`config.mk`:
```
export PLATFORM = sky130hd
export DESIGN_NAME = rrf_freelist_flat
export DESIGN_NICKNAME = d
export VERILOG_FILES = /design/src/rtl/rrf_freelist_pkg.sv /design/src/rtl/rrf_freelist_if.sv /design/src/rtl/rrf_freelist_ptr_adv.sv /design/src/rtl/rrf_freelist.sv /design/src/flat_wrapper.sv
export SDC_FILE = /design/constraint.sdc
export NUM_CORES = 1
export LEC_CHECK = 0
export CAP_MARGIN = 20
export CORE_UTILIZATION = 48
export DETAILED_ROUTE_END_ITERATION = 7
export PLACE_DENSITY_LB_ADDON = 0.3
export SLEW_MARGIN = 20
export SYNTH_ARGS = -nofsm -noshare
export SYNTH_HDL_FRONTEND = slang
export SYNTH_SLANG_ARGS = --single-unit
```
`constraint.sdc`:
```
create_clock -name clk -period 8.1 [get_ports clk]
set_input_delay 1.62 -clock clk [delete_from_list [all_inputs] [get_ports clk]]
set_output_delay 1.62 -clock clk [all_outputs]
set_load 0.005 [all_outputs]
```
`src/rtl/rrf_freelist_pkg.sv`:
```
// Shared constants for the RRF free-list: entry count and tag width.
// Every rrf_freelist file takes its sizes from here.
package rrf_freelist_pkg;

   localparam int C_RRF_NUM = 64;
   localparam int C_RRF_SEL = 6;

   typedef enum logic [1:0] {
      CNT_NONE = 2'd0,
      CNT_ONE  = 2'd1,
      CNT_TWO  = 2'd2
   } slot_cnt_e;

endpackage

```
`src/rtl/rrf_freelist_if.sv`:
```
// Rename/commit interface of the RRF free-list.
// flush_i is present only when RRF_FLUSH_EN is defined.
interface rrf_freelist_if #(
   parameter int RRF_SEL = rrf_freelist_pkg::C_RRF_SEL
);
   logic [1:0]         req_num_i;
   logic               stall_i;
   logic [1:0]         com_num_i;
`ifdef RRF_FLUSH_EN
   logic               flush_i;
`endif
   logic               allocatable_o;
   logic               alloc_en1_o;
   logic               alloc_en2_o;
   logic [RRF_SEL-1:0] alloc_tag1_o;
   logic [RRF_SEL-1:0] alloc_tag2_o;
   logic [RRF_SEL-1:0] com_tag1_o;
   logic [RRF_SEL-1:0] com_tag2_o;
   logic [RRF_SEL-1:0] rrfptr_o;
   logic [RRF_SEL-1:0] comptr_o;
   logic [RRF_SEL:0]   freenum_o;
   logic               nextrrfcyc_o;

   modport slave (
      input  req_num_i, stall_i, com_num_i,
`ifdef RRF_FLUSH_EN
      input  flush_i,
`endif
      output allocatable_o, alloc_en1_o, alloc_en2_o, alloc_tag1_o, alloc_tag2_o,
             com_tag1_o, com_tag2_o, rrfptr_o, comptr_o, freenum_o, nextrrfcyc_o
   );

   modport master (
      output req_num_i, stall_i, com_num_i,
`ifdef RRF_FLUSH_EN
      output flush_i,
`endif
      input  allocatable_o, alloc_en1_o, alloc_en2_o, alloc_tag1_o, alloc_tag2_o,
             com_tag1_o, com_tag2_o, rrfptr_o, comptr_o, freenum_o, nextrrfcyc_o
   );
endinterface

```
`src/rtl/rrf_freelist_ptr_adv.sv`:
```
// Circular pointer advance by 0/1/2 with a flag for crossing the top entry.
module rrf_ptr_adv #(
   parameter int SEL = rrf_freelist_pkg::C_RRF_SEL
) (
   input  logic [SEL-1:0] ptr_i,
   input  logic [1:0]     inc_i,
   output logic [SEL-1:0] next_o,
   output logic           wrap_o
);
   logic [SEL:0] sum;

   assign sum    = {1'b0, ptr_i} + {{(SEL-1){1'b0}}, inc_i};
   assign next_o = sum[SEL-1:0];
   assign wrap_o = sum[SEL];
endmodule

```
`src/rtl/rrf_freelist.sv`:
```
// RRF tag allocator and in-order retirement tracker.
// Define RRF_FLUSH_EN to add flush_i misprediction recovery.
module rrf_freelist
   import rrf_freelist_pkg::*;
#(
   parameter int RRF_NUM = C_RRF_NUM,
   parameter int RRF_SEL = C_RRF_SEL
) (
   input logic           clk,
   input logic           reset,
   rrf_freelist_if.slave fl
);
   logic [RRF_SEL-1:0] rrfptr_q, rrfptr_d;
   logic [RRF_SEL-1:0] comptr_q, comptr_d;
   logic [RRF_SEL:0]   freenum_q, freenum_d;
   logic               nextrrfcyc_q, nextrrfcyc_d;

   logic               allocatable;
   logic               fire;
   logic [1:0]         alloc_num;
   logic [RRF_SEL-1:0] rrf_next, com_next;
   logic               rrf_wrap, com_wrap;

   rrf_ptr_adv #(.SEL(RRF_SEL)) u_rrf_adv (
      .ptr_i  (rrfptr_q),
      .inc_i  (alloc_num),
      .next_o (rrf_next),
      .wrap_o (rrf_wrap)
   );

   rrf_ptr_adv #(.SEL(RRF_SEL)) u_com_adv (
      .ptr_i  (comptr_q),
      .inc_i  (fl.com_num_i),
      .next_o (com_next),
      .wrap_o (com_wrap)
   );

   // Allocation sees only the registered count, so same-cycle frees wait a cycle.
   always_comb begin
      allocatable = (freenum_q >= {{(RRF_SEL-1){1'b0}}, fl.req_num_i});
      fire        = allocatable & ~fl.stall_i & (fl.req_num_i != CNT_NONE);
`ifdef RRF_FLUSH_EN
      fire        = fire & ~fl.flush_i;
`endif
      alloc_num   = fire ? fl.req_num_i : CNT_NONE;
   end

`ifdef RRF_FLUSH_EN
   logic comcyc_q, comcyc_d;

   // comcyc tracks the wrap parity of comptr so a flush can restore nextrrfcyc.
   always_comb begin
      comcyc_d     = comcyc_q ^ com_wrap;
      rrfptr_d     = rrf_next;
      comptr_d     = com_next;
      freenum_d    = freenum_q - {{(RRF_SEL-1){1'b0}}, alloc_num}
                               + {{(RRF_SEL-1){1'b0}}, fl.com_num_i};
      nextrrfcyc_d = nextrrfcyc_q ^ rrf_wrap;
      if (fl.flush_i) begin
         rrfptr_d     = com_next;
         freenum_d    = (RRF_SEL+1)'(RRF_NUM);
         nextrrfcyc_d = comcyc_d;
      end
   end

   always_ff @(posedge clk or posedge reset) begin
      if (reset) comcyc_q <= 1'b0;
      else       comcyc_q <= comcyc_d;
   end
`else
   logic com_wrap_unused;

   assign com_wrap_unused = com_wrap;

   always_comb begin
      rrfptr_d     = rrf_next;
      comptr_d     = com_next;
      freenum_d    = freenum_q - {{(RRF_SEL-1){1'b0}}, alloc_num}
                               + {{(RRF_SEL-1){1'b0}}, fl.com_num_i};
      nextrrfcyc_d = nextrrfcyc_q ^ rrf_wrap;
   end
`endif

   always_ff @(posedge clk or posedge reset) begin
      if (reset) begin
         rrfptr_q     <= '0;
         comptr_q     <= '0;
         freenum_q    <= (RRF_SEL+1)'(RRF_NUM);
         nextrrfcyc_q <= 1'b0;
      end else begin
         rrfptr_q     <= rrfptr_d;
         comptr_q     <= comptr_d;
         freenum_q    <= freenum_d;
         nextrrfcyc_q <= nextrrfcyc_d;
      end
   end

   assign fl.allocatable_o = allocatable;
   assign fl.alloc_en1_o   = fire;
   assign fl.alloc_en2_o   = fire & (fl.req_num_i == CNT_TWO);
   assign fl.alloc_tag1_o  = rrfptr_q;
   assign fl.alloc_tag2_o  = rrfptr_q + RRF_SEL'(1);
   assign fl.com_tag1_o    = comptr_q;
   assign fl.com_tag2_o    = comptr_q + RRF_SEL'(1);
   assign fl.rrfptr_o      = rrfptr_q;
   assign fl.comptr_o      = comptr_q;
   assign fl.freenum_o     = freenum_q;
   assign fl.nextrrfcyc_o  = nextrrfcyc_q;
endmodule

```
`src/flat_wrapper.sv`:
```
// flat-port wrapper written by rule: the top's interface ports become plain ports
module rrf_freelist_flat import rrf_freelist_pkg::*;
#(
   parameter int RRF_NUM = C_RRF_NUM,
   parameter int RRF_SEL = C_RRF_SEL
)
  (clk, reset, fl_req_num_i, fl_stall_i, fl_com_num_i, fl_allocatable_o, fl_alloc_en1_o, fl_alloc_en2_o, fl_alloc_tag1_o, fl_alloc_tag2_o, fl_com_tag1_o, fl_com_tag2_o, fl_rrfptr_o, fl_comptr_o, fl_freenum_o, fl_nextrrfcyc_o);
  rrf_freelist_if #(.RRF_SEL(RRF_SEL)) fl_i ();
  input logic clk;
  input logic reset;
  input wire logic [$bits(fl_i.req_num_i)-1:0] fl_req_num_i;
  input wire logic [$bits(fl_i.stall_i)-1:0] fl_stall_i;
  input wire logic [$bits(fl_i.com_num_i)-1:0] fl_com_num_i;
  output wire logic [$bits(fl_i.allocatable_o)-1:0] fl_allocatable_o;
  output wire logic [$bits(fl_i.alloc_en1_o)-1:0] fl_alloc_en1_o;
  output wire logic [$bits(fl_i.alloc_en2_o)-1:0] fl_alloc_en2_o;
  output wire logic [$bits(fl_i.alloc_tag1_o)-1:0] fl_alloc_tag1_o;
  output wire logic [$bits(fl_i.alloc_tag2_o)-1:0] fl_alloc_tag2_o;
  output wire logic [$bits(fl_i.com_tag1_o)-1:0] fl_com_tag1_o;
  output wire logic [$bits(fl_i.com_tag2_o)-1:0] fl_com_tag2_o;
  output wire logic [$bits(fl_i.rrfptr_o)-1:0] fl_rrfptr_o;
  output wire logic [$bits(fl_i.comptr_o)-1:0] fl_comptr_o;
  output wire logic [$bits(fl_i.freenum_o)-1:0] fl_freenum_o;
  output wire logic [$bits(fl_i.nextrrfcyc_o)-1:0] fl_nextrrfcyc_o;
  assign fl_i.req_num_i = fl_req_num_i;
  assign fl_i.stall_i = fl_stall_i;
  assign fl_i.com_num_i = fl_com_num_i;
  assign fl_allocatable_o = fl_i.allocatable_o;
  assign fl_alloc_en1_o = fl_i.alloc_en1_o;
  assign fl_alloc_en2_o = fl_i.alloc_en2_o;
  assign fl_alloc_tag1_o = fl_i.alloc_tag1_o;
  assign fl_alloc_tag2_o = fl_i.alloc_tag2_o;
  assign fl_com_tag1_o = fl_i.com_tag1_o;
  assign fl_com_tag2_o = fl_i.com_tag2_o;
  assign fl_rrfptr_o = fl_i.rrfptr_o;
  assign fl_comptr_o = fl_i.comptr_o;
  assign fl_freenum_o = fl_i.freenum_o;
  assign fl_nextrrfcyc_o = fl_i.nextrrfcyc_o;
  rrf_freelist #(.RRF_NUM(RRF_NUM), .RRF_SEL(RRF_SEL)) u_core (.clk(clk), .reset(reset), .fl(fl_i));
endmodule
```
* Word level (Yosys, flattened, before mapping)
Cells that the tools add are included.
Storage, ports and cells: register bits after elaboration 20, word-level logic and storage cells 19, output and inout bits 47
Cells by class: bitwise logic cells 5, magnitude comparators 1, muxes and demuxes 1, add/sub/neg operators 6, equal/unequal tests 1, reduce and logical (&&, ||, !) cells 1
Operators with widths (count):
- $add 6x1->6 const B | 2
- $add 6x2->7 | 1
- $add 7x2->7 | 1
- $ge 7x2->1 | 1
- $sub 7x2->7 | 1
- $add 6x2->6 | 1
- $and 1x1->1 | 3
- $eq 2x2->1 const B | 1
- $mux 2 | 1
- $reduce_bool 2->1 | 1
- $not 1->1 | 1
- $xor 1x1->1 | 1

* Longest topological paths before layout
Gate-level depths: netlist of the first run.
depth after elaboration 6, gate-level depth with buffers 15, depth with buffers taken out 15

* Modules after synthesis
Synthesis of the first run repeated with hierarchy kept, for this count alone.
Unflattened totals: cell total of the unflattened synthesis 159, area, all modules 1547.7 um^2
Modules (own cells, without submodules):
- rrf_freelist | sequential area each 501.7 um^2, area each 1265.0 um^2, cells each 123, times used 1
- rrf_ptr_adv | sequential area each 0.0 um^2, area each 141.4 um^2, cells each 18, times used 2

* Worst setup path after synthesis of the first run
OpenSTA, ideal clock, no wires.
kind input port to flip-flop, start input port fl_req_num_i[1], end register u_core.freenum_q[6] (netlist: u_core.fl.freenum_o[6]), path slack 3.702 ns, library setup time 0.065 ns, data required time 8.035 ns, data arrival time 4.334 ns, stages on the path 12, path buffers 0, path through inv_1 ha_1 nand2b_1 nand4b_1 a31oi_1 nor2_1 fa_1 fa_1 nand2b_1 a221o_1 mux2_4 nor2_2
Between the ends: cells in the longest elaborated chain, start to end 6, elaborated cells between the ends (all ways) 7
Ends and longest elaborated chain:
- start: declaration | RTL line flat_wrapper.sv:11 | input wire logic [$bits(fl_i.req_num_i)-1:0] fl_req_num_i;
- $ge 7x2->1 | RTL line rrf_freelist.sv:40 | allocatable = (freenum_q >= {{(RRF_SEL-1){1'b0}}, fl.req_num_i});
- $and 1x1->1 (2 in a row) | RTL line rrf_freelist.sv:41 | fire = allocatable & ~fl.stall_i & (fl.req_num_i != CNT_NONE);
- $mux 2 (*) | RTL line rrf_freelist.sv:45 | alloc_num = fire ? fl.req_num_i : CNT_NONE;
- $sub 7x2->7 (*) | RTL line rrf_freelist.sv:78 | freenum_d = freenum_q - {{(RRF_SEL-1){1'b0}}, alloc_num}
- $add 7x2->7 (*) | RTL line rrf_freelist.sv:79 | + {{(RRF_SEL-1){1'b0}}, fl.com_num_i};
- via u_core.freenum_d[6] | RTL line rrf_freelist.sv:15 | logic [RRF_SEL:0] freenum_q, freenum_d;
- end signal: assignment | RTL line rrf_freelist.sv:88 | freenum_q <= (RRF_SEL+1)'(RRF_NUM);
- end signal: assignment | RTL line rrf_freelist.sv:93 | freenum_q <= freenum_d;
- end: declaration | RTL line rrf_freelist.sv:15
The timed path passes the listed nets; every way through them passes the cells marked *.

* Worst setup path in the final report of the first run
start input port fl_req_num_i[1], end output port fl_alloc_en1_o
Between the ends: cells in the longest elaborated chain, start to end 3, elaborated cells between the ends (all ways) 4
Ends and longest elaborated chain:
- $ge 7x2->1 | RTL line rrf_freelist.sv:40
- $and 1x1->1 | RTL line rrf_freelist.sv:41
- $and 1x1->1 (*) | RTL line rrf_freelist.sv:41
- end: declaration | RTL line flat_wrapper.sv:15 | output wire logic [$bits(fl_i.alloc_en1_o)-1:0] fl_alloc_en1_o;
Every way passes the cells marked *; elsewhere a longest branch is shown, timed or not.

==> run summary, run 1 <==
clock network latency to the later pin of the worst-skew pair - 0.31 ns
critical path type - in2out
net count of the mapped netlist - 191
1st-iter DRT viols - 71
number of antenna violations at the first check in global routing - 0
CTS hold repair buffers - 0
Die Y-Extent - 58.33 um
result of the run - completed
post-cts sizing count - 0
drt pass-1 iters - 4
via count of the first global-routing pass - 1164
Pleak - 0.0009738 uW
global routing usage on met3 - 2.418%
RSZ-0062 raised after global routing - false
kind of start point of the critical path - input port
maximum clock skew at final layout - 0.001979 ns
critical path arrival - 3.66 ns
detail-routed via count per cell - 4.899
post-synthesis sequential area ratio - 32.95%
clock-pin slew on the worst setup and hold paths - 0.12 ns
number of max-slew violations in the final report - 0
initial core utilization - 50.29%
Total Die Area - 0.003402 mm^2
I/O pin cnt - 54
kind of cell adding the most delay to the critical path - buffers and inverters
cells after synthesis - 159
wire length after detailed routing - 3164 um
CTS tree - done
Worst Path Max Fanout - 6
Setup Fix Bufs, Post-CTS - 0
peak-usage layer in the global routing report - met2
final weighted congestion of routability-driven global placement - 0.7738
Synth-to-Final Area Change - 35.66%
synthesis warning total - 0
row cnt - 20
number of inserted diodes - 0
crit end category - output port
most repeated library cell on the critical path - clkdlybuf4s50_1
post-route clock period utilization - 65.23%
Clock Tree Buf Depth - 2
TritonCTS buffer count - 3
remaining number of nets flagged by the antenna check after routing - 0
maximum capacitance violations - 0
GRT overflow - 0
ordered cell list for the critical path - clkdlybuf4s50_1 > inv_1 > ha_1 > nand2b_1 > nand4b_1 > a31oi_1 > nor3_1 > clkdlybuf4s50_1
Worst Tran Pin Value - 0.7708 ns
slowest cell delay on critical path - 0.50 ns
average cell area after synthesis - 9.577 um^2
worst supply voltage drop on vdd - 0.0002704 V
remaining design rule violation count - 0
total power - 986.1 uW
classification of the worst-slack hold path - reg2reg
Total Nets Final - 236
Max H-tree Level - 1
count of fill cells added during filler insertion - 257
average wire per standard cell - 12.81 um
Required @ worst endpoint - 6.48 ns
die outline width - 58.33 um
CTS Sinks - 20
estimated wirelength of the detail-placed design - 2500 um
Root Buffer - clkbuf_4
final-report hold violation count - 0
overall via count from detail_route - 1210
cell area after synthesis - 0.001523 mm^2
flip-flop and latch count after synthesis - 20
All-Layer GR Usage - 19.71%
maximum number of pins on one net before global-route repair - 21
worst slew margin relative to its limit - 48.56%
number of buffers and inverters on the critical path - 3
fraction of layout instances using a drive strength above 1 - 3.941%
met1 global-route usage - 23.29%
most frequent standard cell in the layout excluding fill and tap cells - clkdlybuf4s50_1
slowest library cell on the worst path - clkdlybuf4s50_1
met2 track utilization from global routing - 36.29%
minimum period implied by the final worst setup slack - 5.284 ns
core area - 0.003028 mm^2
global-route wire length before repair - 5099 um
post-route setup TNS - 0 ns
final setup violation count - 0
Max Fclk - 189.3 MHz
P per Cell Area - 477.3 mW/mm^2
Port Buffers - 53
leading cell types in the layout, fill and taps excluded - clkdlybuf4s50_1, inv_1, ha_1
unique cell type count in the Yosys netlist - 30
==> cells by family (layout without fill, tap and decap cells) <==
family | after synthesis | after routing | synth area share, %
adders and majority gates | 25 | 25 | 22.51
and+or+nand+nor | 37 | 37 | 12.66
buffers and inverters | 42 | 86 | 13.39
AOI/OAI and AO/OA | 13 | 13 | 5.423
muxes | 1 | 1 | 0.9857
DFF | 20 | 20 | 32.95
xor gates and xnor gates | 21 | 21 | 12.08
==> worst register-to-register path: cells and delay by family, from the launching register on <==
kind	cells	cell delay [ns]
multiplexers	1	0.31
buffers and inverters	2	0.12
flip-flops	1	0.43
AO/OA/AOI/OAI	2	0.50
adder cells (fa/ha/maj)	4	1.21
AND/OR/NAND/NOR	5	0.88
==> power breakdown <==
part | total [uW] | switching (uW) | internal (uW)
logic | 666 | 268 | 398
registers | 237 | 78.2 | 158
clock network | 84.0 | 33.9 | 50.1
total | 986 | 380 | 606
==> routing by layer <==
layer | vias up | wire length (um)
met5 | - | 0
met4 | 0 | 55
met1 | 583 | 1321
met2 | 34 | 1674
li1 | 586 | -
met3 | 7 | 112
==> sequential cells by signal (all words and copies together) (netlist names) <==
signal                  count
u_core.fl.freenum_o         7
u_core.fl.alloc_tag1_o      6
u_core.fl.com_tag1_o        6
u_core.fl.nextrrfcyc_o      1
==> worst paths after layout <==
kind | startpoint | endpoint | slack [ns] | cells past startpoint
max | fl_req_num_i[1] | fl_alloc_en1_o | 2.82 | 8
min | u_core.fl.nextrrfcyc_o | u_core.fl.nextrrfcyc_o | 0.49 | 1
max reg2reg | u_core.fl.freenum_o[1] | u_core.fl.freenum_o[6] | 4.61 | 14
min reg2reg | u_core.fl.nextrrfcyc_o | u_core.fl.nextrrfcyc_o | 0.49 | 1
max in group asynchronous | reset | u_core.fl.freenum_o[2] | 5.89 | 2
min in group asynchronous | reset | u_core.fl.com_tag1_o[5] | 1.74 | 2
==> Yosys cell counts <==
cell,n,area share (%)
inv_1,29,7.1
ha_1,21,17
dfrtp_1,19,31
buf_4,12,5.9
xnor2_1,11,6.3
nor2_1,10,2.5
xor2_1,10,5.8
nand3_1,7,2.3
a21oi_1,4,1.3
fa_1,4,5.3
nand2_1,4,0.99
nand2b_1,4,1.6
nor3b_1,3,1.5
a21o_1,2,0.99
a31oi_1,2,0.82
nor3_1,2,0.66
o21ai_0,2,0.66
a211oi_1,1,0.49
a221o_1,1,0.66
and3_1,1,0.41
buf_2,1,0.33
dfstp_2,1,1.7
mux2_4,1,0.99
nand3b_1,1,0.49
nand4_1,1,0.41
nand4b_1,1,0.58
nor2_2,1,0.41
nor2b_1,1,0.41
o31ai_1,1,0.49
or2_2,1,0.41
==> per-stage QoR <==
step / setup slack [ns] / instances / hold slack, ns / util [%] / cell area, um^2
finish: 2.816 / 247 / 0.4865 / 68.22 / 2066
global route: 2.703 / 247 / 0.4980 / 68.22 / 2066
floorplan: 3.702 / 159 / 0.4685 / - / 1523
CTS: 2.843 / 247 / 0.4888 / 68.22 / 2066
detailed placement: 2.868 / 243 / 0.4674 / 66.49 / 2013
global placement: 2.954 / 243 / 0.4617 / 66.49 / 2013
==> cell type report <==
cell class / instances / area, um^2 / share of cell area [%]
multi-input combinational: 97 / 817.0 / 39.55
clock inverter: 1 / 30.03 / 1.454
clock buffer: 3 / 22.52 / 1.090
timing repair buffer: 53 / 530.5 / 25.68
inverter: 29 / 108.9 / 5.270
tap: 44 / 55.05 / 2.665
sequential: 20 / 501.7 / 24.29
(Power assumes the default switching activity.)
==> run 2, diff against run 1 <==
--- a/config.mk
+++ b/config.mk
@@ -6,7 +6,7 @@
 export NUM_CORES = 1
 export LEC_CHECK = 0
 export CAP_MARGIN = 20
-export CORE_UTILIZATION = 48
+export CORE_UTILIZATION = 41
 export DETAILED_ROUTE_END_ITERATION = 7
 export PLACE_DENSITY_LB_ADDON = 0.3
 export SLEW_MARGIN = 20
==> constraint.sdc (replaced) <==
create_clock -name clk -period 4.51 [get_ports clk]
set_input_delay 0.902 -clock clk [delete_from_list [all_inputs] [get_ports clk]]
set_output_delay 0.902 -clock clk [all_outputs]
set_load 0.005 [all_outputs]
==> run 2 against run 1 <==
  * Worst setup slack got worse by 2.4 ns
  * Clock power grew 62%
  * Routed wire length grew 1.1%
  * Via count hardly changed
  * Die area grew 16%
  * First-iteration DRC count shrank 37%
  * Clock-buffer cell count rose by 1
  * Highest routed layer unchanged
==> run summary, run 2 (synthesis results as in run 1) <==
I/O pin cnt - 54 (unchanged)
via count of the first global-routing pass - 1231 (+5.8%)
global-route wire length before repair - 5471 um (+7.3%)
Gate power share - 68.5% (+1.0 points)
Clock Tree Buf Depth - 2 (unchanged)
remaining number of nets flagged by the antenna check after routing - 0 (unchanged)
register share of total power - 23.8% (-0.2 points)
die outline width - 62.94 um (+7.9%)
critical path type - in2reg
RSZ-0062 raised after global routing - false
All-Layer GR Usage - 17.58% (-2.1 points)
kind of cell adding the most delay to the critical path - adder cells
Worst Setup Slack post-DPL - 0.1247 ns (-2.744 ns)
slowest cell delay on critical path - 0.51 ns (about the same)
maximum number of pins on one net before global-route repair - 21 (unchanged)
source of the worst hold timing path - u_core.fl.nextrrfcyc_o
power share of the clock group - 7.7% (-0.8 points)
Worst Path Max Fanout - 3 (-3)
estimated wirelength of the detail-placed design - 2533 um (+1.3%)
area of the multi-input gates - 817.0 um^2 (unchanged)
Worst Tran Pin Value - 0.7833 ns (+0.01255 ns)
core occupancy in the finished layout - 60.38% (-7.8 points)
number of inserted diodes - 0 (unchanged)
Internal Pwr Total - 1083 uW (+79%)
clock network latency to the later pin of the worst-skew pair - 0.26 ns (-0.05 ns)
1st-iter DRT viols - 45 (-37%)
post-route clock period utilization - 91.17%
kind of start point of the critical path - input port
placed instance count - 246 (+1.2%)
CTS tree - done
ordered cell list for the critical path - clkdlybuf4s50_1 > inv_1 > ha_1 > nand2_1 > o21ai_0 > a31oi_1 > nor3b_1 > ha_1 > inv_1 > ha_1 > inv_1 > fa_1 > nand2b_1 > a221o_1 > mux2_4 > nor2_2
slowest library cell on the worst path - clkdlybuf4s50_1
drt pass-1 iters - 4 (unchanged)
number of max-slew violations in the final report - 0 (unchanged)
Required @ worst endpoint - 4.71 ns (-1.77 ns)
Max H-tree Level - 1 (unchanged)
fraction of layout instances using a drive strength above 1 - 4.412% (+0.47 points)
leading cell types in the layout, fill and taps excluded - clkdlybuf4s50_1, inv_1, ha_1
worst supply voltage drop on vdd - 0.0003415 V (+26%)
final setup violation count - 0 (unchanged)
register area - 501.7 um^2 (unchanged)
wire length after detailed routing - 3198 um (+1.1%)
maximum capacitance violations - 0 (unchanged)
classification of the worst-slack hold path - reg2reg
count of fill cells added during filler insertion - 284 (+11%)
maximum clock skew at final layout - 0.009953 ns (+0.007974 ns)
final weighted congestion of routability-driven global placement - 0.7965 (+2.9%)
startpoint of the worst register-to-register path - u_core.fl.freenum_o[4]
detail-routed via count per cell - 4.844 (-1.1%)
P per Cell Area - 855.2 mW/mm^2 (+79%)
Total Die Area - 0.003961 mm^2 (+16%)
result of the run - completed
switching component of the power - 694.6 uW (+83%)
post-cts sizing count - 0 (unchanged)
Pleak - 0.0009798 uW (+0.62%)
minimum period implied by the final worst setup slack - 4.112 ns
critical path arrival - 4.31 ns (+0.65 ns)
fraction of power spent switching nets - 39.08% (+0.54 points)
Setup Fix Bufs, Post-CTS - 0 (unchanged)
row cnt - 21 (+5.0%)
Total Nets Final - 237 (+0.42%)
Die Y-Extent - 62.94 um (+7.9%)
GRT overflow - 0 (unchanged)
CTS Sinks - 20 (unchanged)
final-report hold violation count - 0 (unchanged)
overall via count from detail_route - 1211 (+0.083%)
average wire per standard cell - 12.79 um (-0.14%)
number of antenna violations at the first check in global routing - 0 (unchanged)
post-route setup TNS - 0 ns (unchanged)
most frequent standard cell in the layout excluding fill and tap cells - clkdlybuf4s50_1
TritonCTS buffer count - 3 (unchanged)
count of cells along the worst hold path - 1 (unchanged)
max FFs per register - 7 (unchanged)
clock-pin slew on the worst setup and hold paths - 0.08 ns (-0.04 ns)
number of buffers and inverters on the critical path - 4 (+1)
Max Fclk - 243.2 MHz
Port Buffers - 53 (unchanged)
Root Buffer - clkbuf_8
worst slew margin relative to its limit - 47.72% (-0.84 points)
Post-Layout Cell Count - 250 (+1.2%)
crit end category - flip-flop
Critical R2R Capture - u_core.fl.freenum_o[6]
remaining design rule violation count - 0 (unchanged)
Synth-to-Final Area Change - 36.48%
initial core utilization - 44.24% (-6.1 points)
Hold WS - 0.4726 ns (-0.01383 ns)
hold-critical path endpoint - u_core.fl.nextrrfcyc_o
number of cells on the worst reg-to-reg path - 15 (+1)
PnR worst setup slack - 0.3982 ns (-2.418 ns)
core area - 0.003442 mm^2 (+14%)
internal reg-to-reg setup slack - 1.16 ns (-3.45 ns)
CTS hold repair buffers - 0 (unchanged)
-- run 2: layer usage --
metal | share of wire (%) | track usage, % | up-vias
li1 | - | - | 582
met1 | 44 | 19.31 | 588
met2 | 51 | 32.26 | 35
met3 | 3.6 | 2.920 | 6
met4 | 1.8 | 8.430 | 0
met5 | 0 | 0 | -
-- run 2: layout make-up --
cell class                 count  area share [%]
timing repair buffer          54           25.89
clock buffer                   4           2.649
multi-input combinational     97           39.31
tap                           46           2.769
sequential                    20           24.14
inverter                      29           5.238
-- run 2: how the worst max path moves through the flow --
stage,startpoint,endpoint,slack [ns],cells past startpoint
floorplan,fl_req_num_i[1],u_core.fl.freenum_o[6],0.83,12
global placement,fl_req_num_i[1],u_core.fl.freenum_o[6],0.32,16
detailed placement,fl_req_num_i[1],u_core.fl.freenum_o[6],0.12,16
CTS,fl_req_num_i[1],u_core.fl.freenum_o[6],0.39,16
global route,fl_req_num_i[1],u_core.fl.freenum_o[6],0.16,16
finish,fl_req_num_i[1],u_core.fl.freenum_o[6],0.40,16
-- run 2: power by group through the flow --
stage / Sequential (uW) / Combinational, uW / Clock [uW]
finish: 424 / 1220 / 136
global route: 442 / 1340 / 150
CTS: 425 / 1220 / 141
detailed placement: 429 / 1210 / 0
global placement: 423 / 1160 / 0
floorplan: 403 / 680 / 0
-- run 2: per-stage QoR --
stage          area [um^2]  total power (uW)
3_5_place_dp          2023              1635
4_1_cts               2078              1789
2_1_floorplan         1523              1083
3_3_place_gp          2023              1588
5_1_grt               2078              1928
6_report              2078              1777
==> run 3, diff against run 2 <==
--- a/config.mk
+++ b/config.mk
@@ -8,7 +8,7 @@
 export CAP_MARGIN = 20
 export CORE_UTILIZATION = 41
 export DETAILED_ROUTE_END_ITERATION = 7
-export PLACE_DENSITY_LB_ADDON = 0.3
+export PLACE_DENSITY = 0.77
 export SLEW_MARGIN = 20
 export SYNTH_ARGS = -nofsm -noshare
 export SYNTH_HDL_FRONTEND = slang
==> run 3 against run 2 <==
  * Design area grew 0.78%
  * Clock power increased by 35%
  * Register-to-register slack better by 0.05 ns
  * Global-route usage fell by 0.58 points
  * Combinational power is essentially flat
  * Non-clock buffer count stayed put
  * Worst setup slack gained 0.076 ns
  * Hold slack improved by 0.0053 ns
  * Largest cell class unchanged
  * First-iteration DRC count decreased by 29%
==> run summary, run 3 (synthesis results as in run 1) <==
result of the run - completed
post-cts sizing count - 0 (unchanged)
clock-pin slew on the worst setup and hold paths - 0.08 ns (about the same)
number of antenna violations at the first check in global routing - 0 (unchanged)
fraction of layout instances using a drive strength above 1 - 4.412% (unchanged)
Critical R2R Capture - u_core.fl.freenum_o[6]
critical path arrival - 4.24 ns (-0.07 ns)
Pleak - 0.0009868 uW (+0.71%)
estimated wirelength of the detail-placed design - 2422 um (-4.4%)
row cnt - 21 (unchanged)
number of max-slew violations in the final report - 0 (unchanged)
overall via count from detail_route - 1168 (-3.6%)
post-route clock period utilization - 89.48% (-1.7 points)
classification of the worst-slack hold path - reg2reg
number of buffers and inverters on the critical path - 4 (unchanged)
number of cells on the worst reg-to-reg path - 15 (unchanged)
kind of start point of the critical path - input port
final weighted congestion of routability-driven global placement - 0.8143 (+2.2%)
CTS hold repair buffers - 0 (unchanged)
internal reg-to-reg setup slack - 1.21 ns (+0.05 ns)
GRT overflow - 0 (unchanged)
startpoint of the worst register-to-register path - u_core.fl.freenum_o[4]
I/O pin cnt - 54 (unchanged)
Root Buffer - clkbuf_8
via count of the first global-routing pass - 1123 (-8.8%)
slowest cell delay on critical path - 0.50 ns (about the same)
kind of cell adding the most delay to the critical path - adder cells
detail-routed via count per cell - 4.672 (-3.6%)
most frequent standard cell in the layout excluding fill and tap cells - clkdlybuf4s50_1
wire length after detailed routing - 3024 um (-5.4%)
initial core utilization - 44.24% (unchanged)
Crit. path cell count - 16 (unchanged)
worst supply voltage drop on vdd - 0.0003208 V (-6.1%)
maximum capacitance violations - 0 (unchanged)
maximum number of pins on one net before global-route repair - 21 (unchanged)
die outline width - 62.94 um (unchanged)
global-route wire length before repair - 5195 um (-5.0%)
max FFs per register - 7 (unchanged)
Worst Tran Pin Value - 0.7715 ns (-0.01179 ns)
PnR worst setup slack - 0.4743 ns (+0.07613 ns)
core area - 0.003442 mm^2 (unchanged)
Max H-tree Level - 1 (unchanged)
remaining design rule violation count - 0 (unchanged)
RSZ-0062 raised after global routing - false
number of inserted diodes - 0 (unchanged)
All-Layer GR Usage - 17.00% (-0.58 points)
clock network latency to the later pin of the worst-skew pair - 0.26 ns (about the same)
drt pass-1 iters - 4 (unchanged)
1st-iter DRT viols - 32 (-29%)
total power - 1803 uW (+1.4%)
CTS Sinks - 20 (unchanged)
Clock Tree Buf Depth - 2 (unchanged)
Worst Path Max Fanout - 3 (unchanged)
Required @ worst endpoint - 4.72 ns (about the same)
final-report hold violation count - 0 (unchanged)
Port Buffers - 53 (unchanged)
leading cell types in the layout, fill and taps excluded - clkdlybuf4s50_1, inv_1, ha_1
Synth-to-Final Area Change - 37.55%
Setup crit start - fl_req_num_i[1]
CTS tree - done
minimum period implied by the final worst setup slack - 4.036 ns (-0.07613 ns)
TritonCTS buffer count - 3 (unchanged)
Die Y-Extent - 62.94 um (unchanged)
crit end category - flip-flop
average wire per standard cell - 12.10 um (-5.4%)
core occupancy in the finished layout - 60.85% (+0.47 points)
last element of the critical path - u_core.fl.freenum_o[6]
Total Nets Final - 237 (unchanged)
ordered cell list for the critical path - clkdlybuf4s50_1 > inv_1 > ha_1 > nand2_1 > o21ai_0 > a31oi_1 > nor3b_1 > ha_1 > inv_1 > ha_1 > inv_1 > fa_1 > nand2b_1 > a221o_1 > mux2_4 > nor2_2
maximum clock skew at final layout - 0.002019 ns (-0.007933 ns)
critical path type - in2reg
worst slew margin relative to its limit - 48.51% (+0.79 points)
remaining number of nets flagged by the antenna check after routing - 0 (unchanged)
P per Cell Area - 860.7 mW/mm^2 (+0.64%)
post-route setup TNS - 0 ns (unchanged)
slowest library cell on the worst path - clkdlybuf4s50_1
Worst Setup Slack post-DPL - 0.2200 ns (+0.09524 ns)
Total Die Area - 0.003961 mm^2 (unchanged)
Max Fclk - 247.8 MHz (+1.9%)
Post-DP Area - 0.002023 mm^2 (unchanged)
final setup violation count - 0 (unchanged)
Setup Fix Bufs, Post-CTS - 0 (unchanged)
post-route cell area - 0.002095 mm^2 (+0.78%)
[run 3: changes by cell type in the layout (fill, tap and decap cells not counted), sizes merged]
cell    change
bufinv      +1
clkbuf      -1
[run 3: per-layer routing]
| layer | wire length [um] | track usage (%) | up-vias |
|---|---|---|---|
| li1 | - | - | 586 |
| met1 | 1464 | 21.40 | 542 |
| met2 | 1383 | 27.96 | 36 |
| met3 | 130 | 3.650 | 4 |
| met4 | 46 | 6.977 | 0 |
| met5 | 0 | 0 | - |
[run 3: where the power goes]
part | leakage, uW | switching (uW) | internal (uW)
logic | 0.000716 | 474 | 718
registers | 0.000236 | 142 | 285
clock network | 0.0000357 | 65.3 | 119
total | 0.000987 | 682 | 1120
[run 3: cell type report]
class / instances / area [um^2]
well taps: 46 / 57.56
inverters: 29 / 108.9
multi-input cells: 97 / 817.0
clock buffers: 3 / 41.29
repair buffers: 54 / 538.0
clock inverters: 1 / 30.03
fillers: 285 / 1348
flip-flops and latches: 20 / 501.7
[run 3: worst min path at each step]
stage	to	cells after the start	slack (ns)	start
after floorplan	u_core.fl.nextrrfcyc_o	1	0.47	u_core.fl.nextrrfcyc_o
after global placement	u_core.fl.nextrrfcyc_o	1	0.46	u_core.fl.nextrrfcyc_o
after detailed placement	u_core.fl.nextrrfcyc_o	1	0.47	u_core.fl.nextrrfcyc_o
after CTS	u_core.fl.nextrrfcyc_o	1	0.48	u_core.fl.nextrrfcyc_o
after global routing	u_core.fl.nextrrfcyc_o	1	0.51	u_core.fl.nextrrfcyc_o
final	u_core.fl.nextrrfcyc_o	1	0.48	u_core.fl.nextrrfcyc_o
[run 3: metrics by stage]
stage               instances  hold slack, ns
detailed placement        246          0.4683
global route              250          0.5145
finish                    250          0.4779
global placement          246          0.4615
floorplan                 159          0.4685
CTS                       250          0.4793
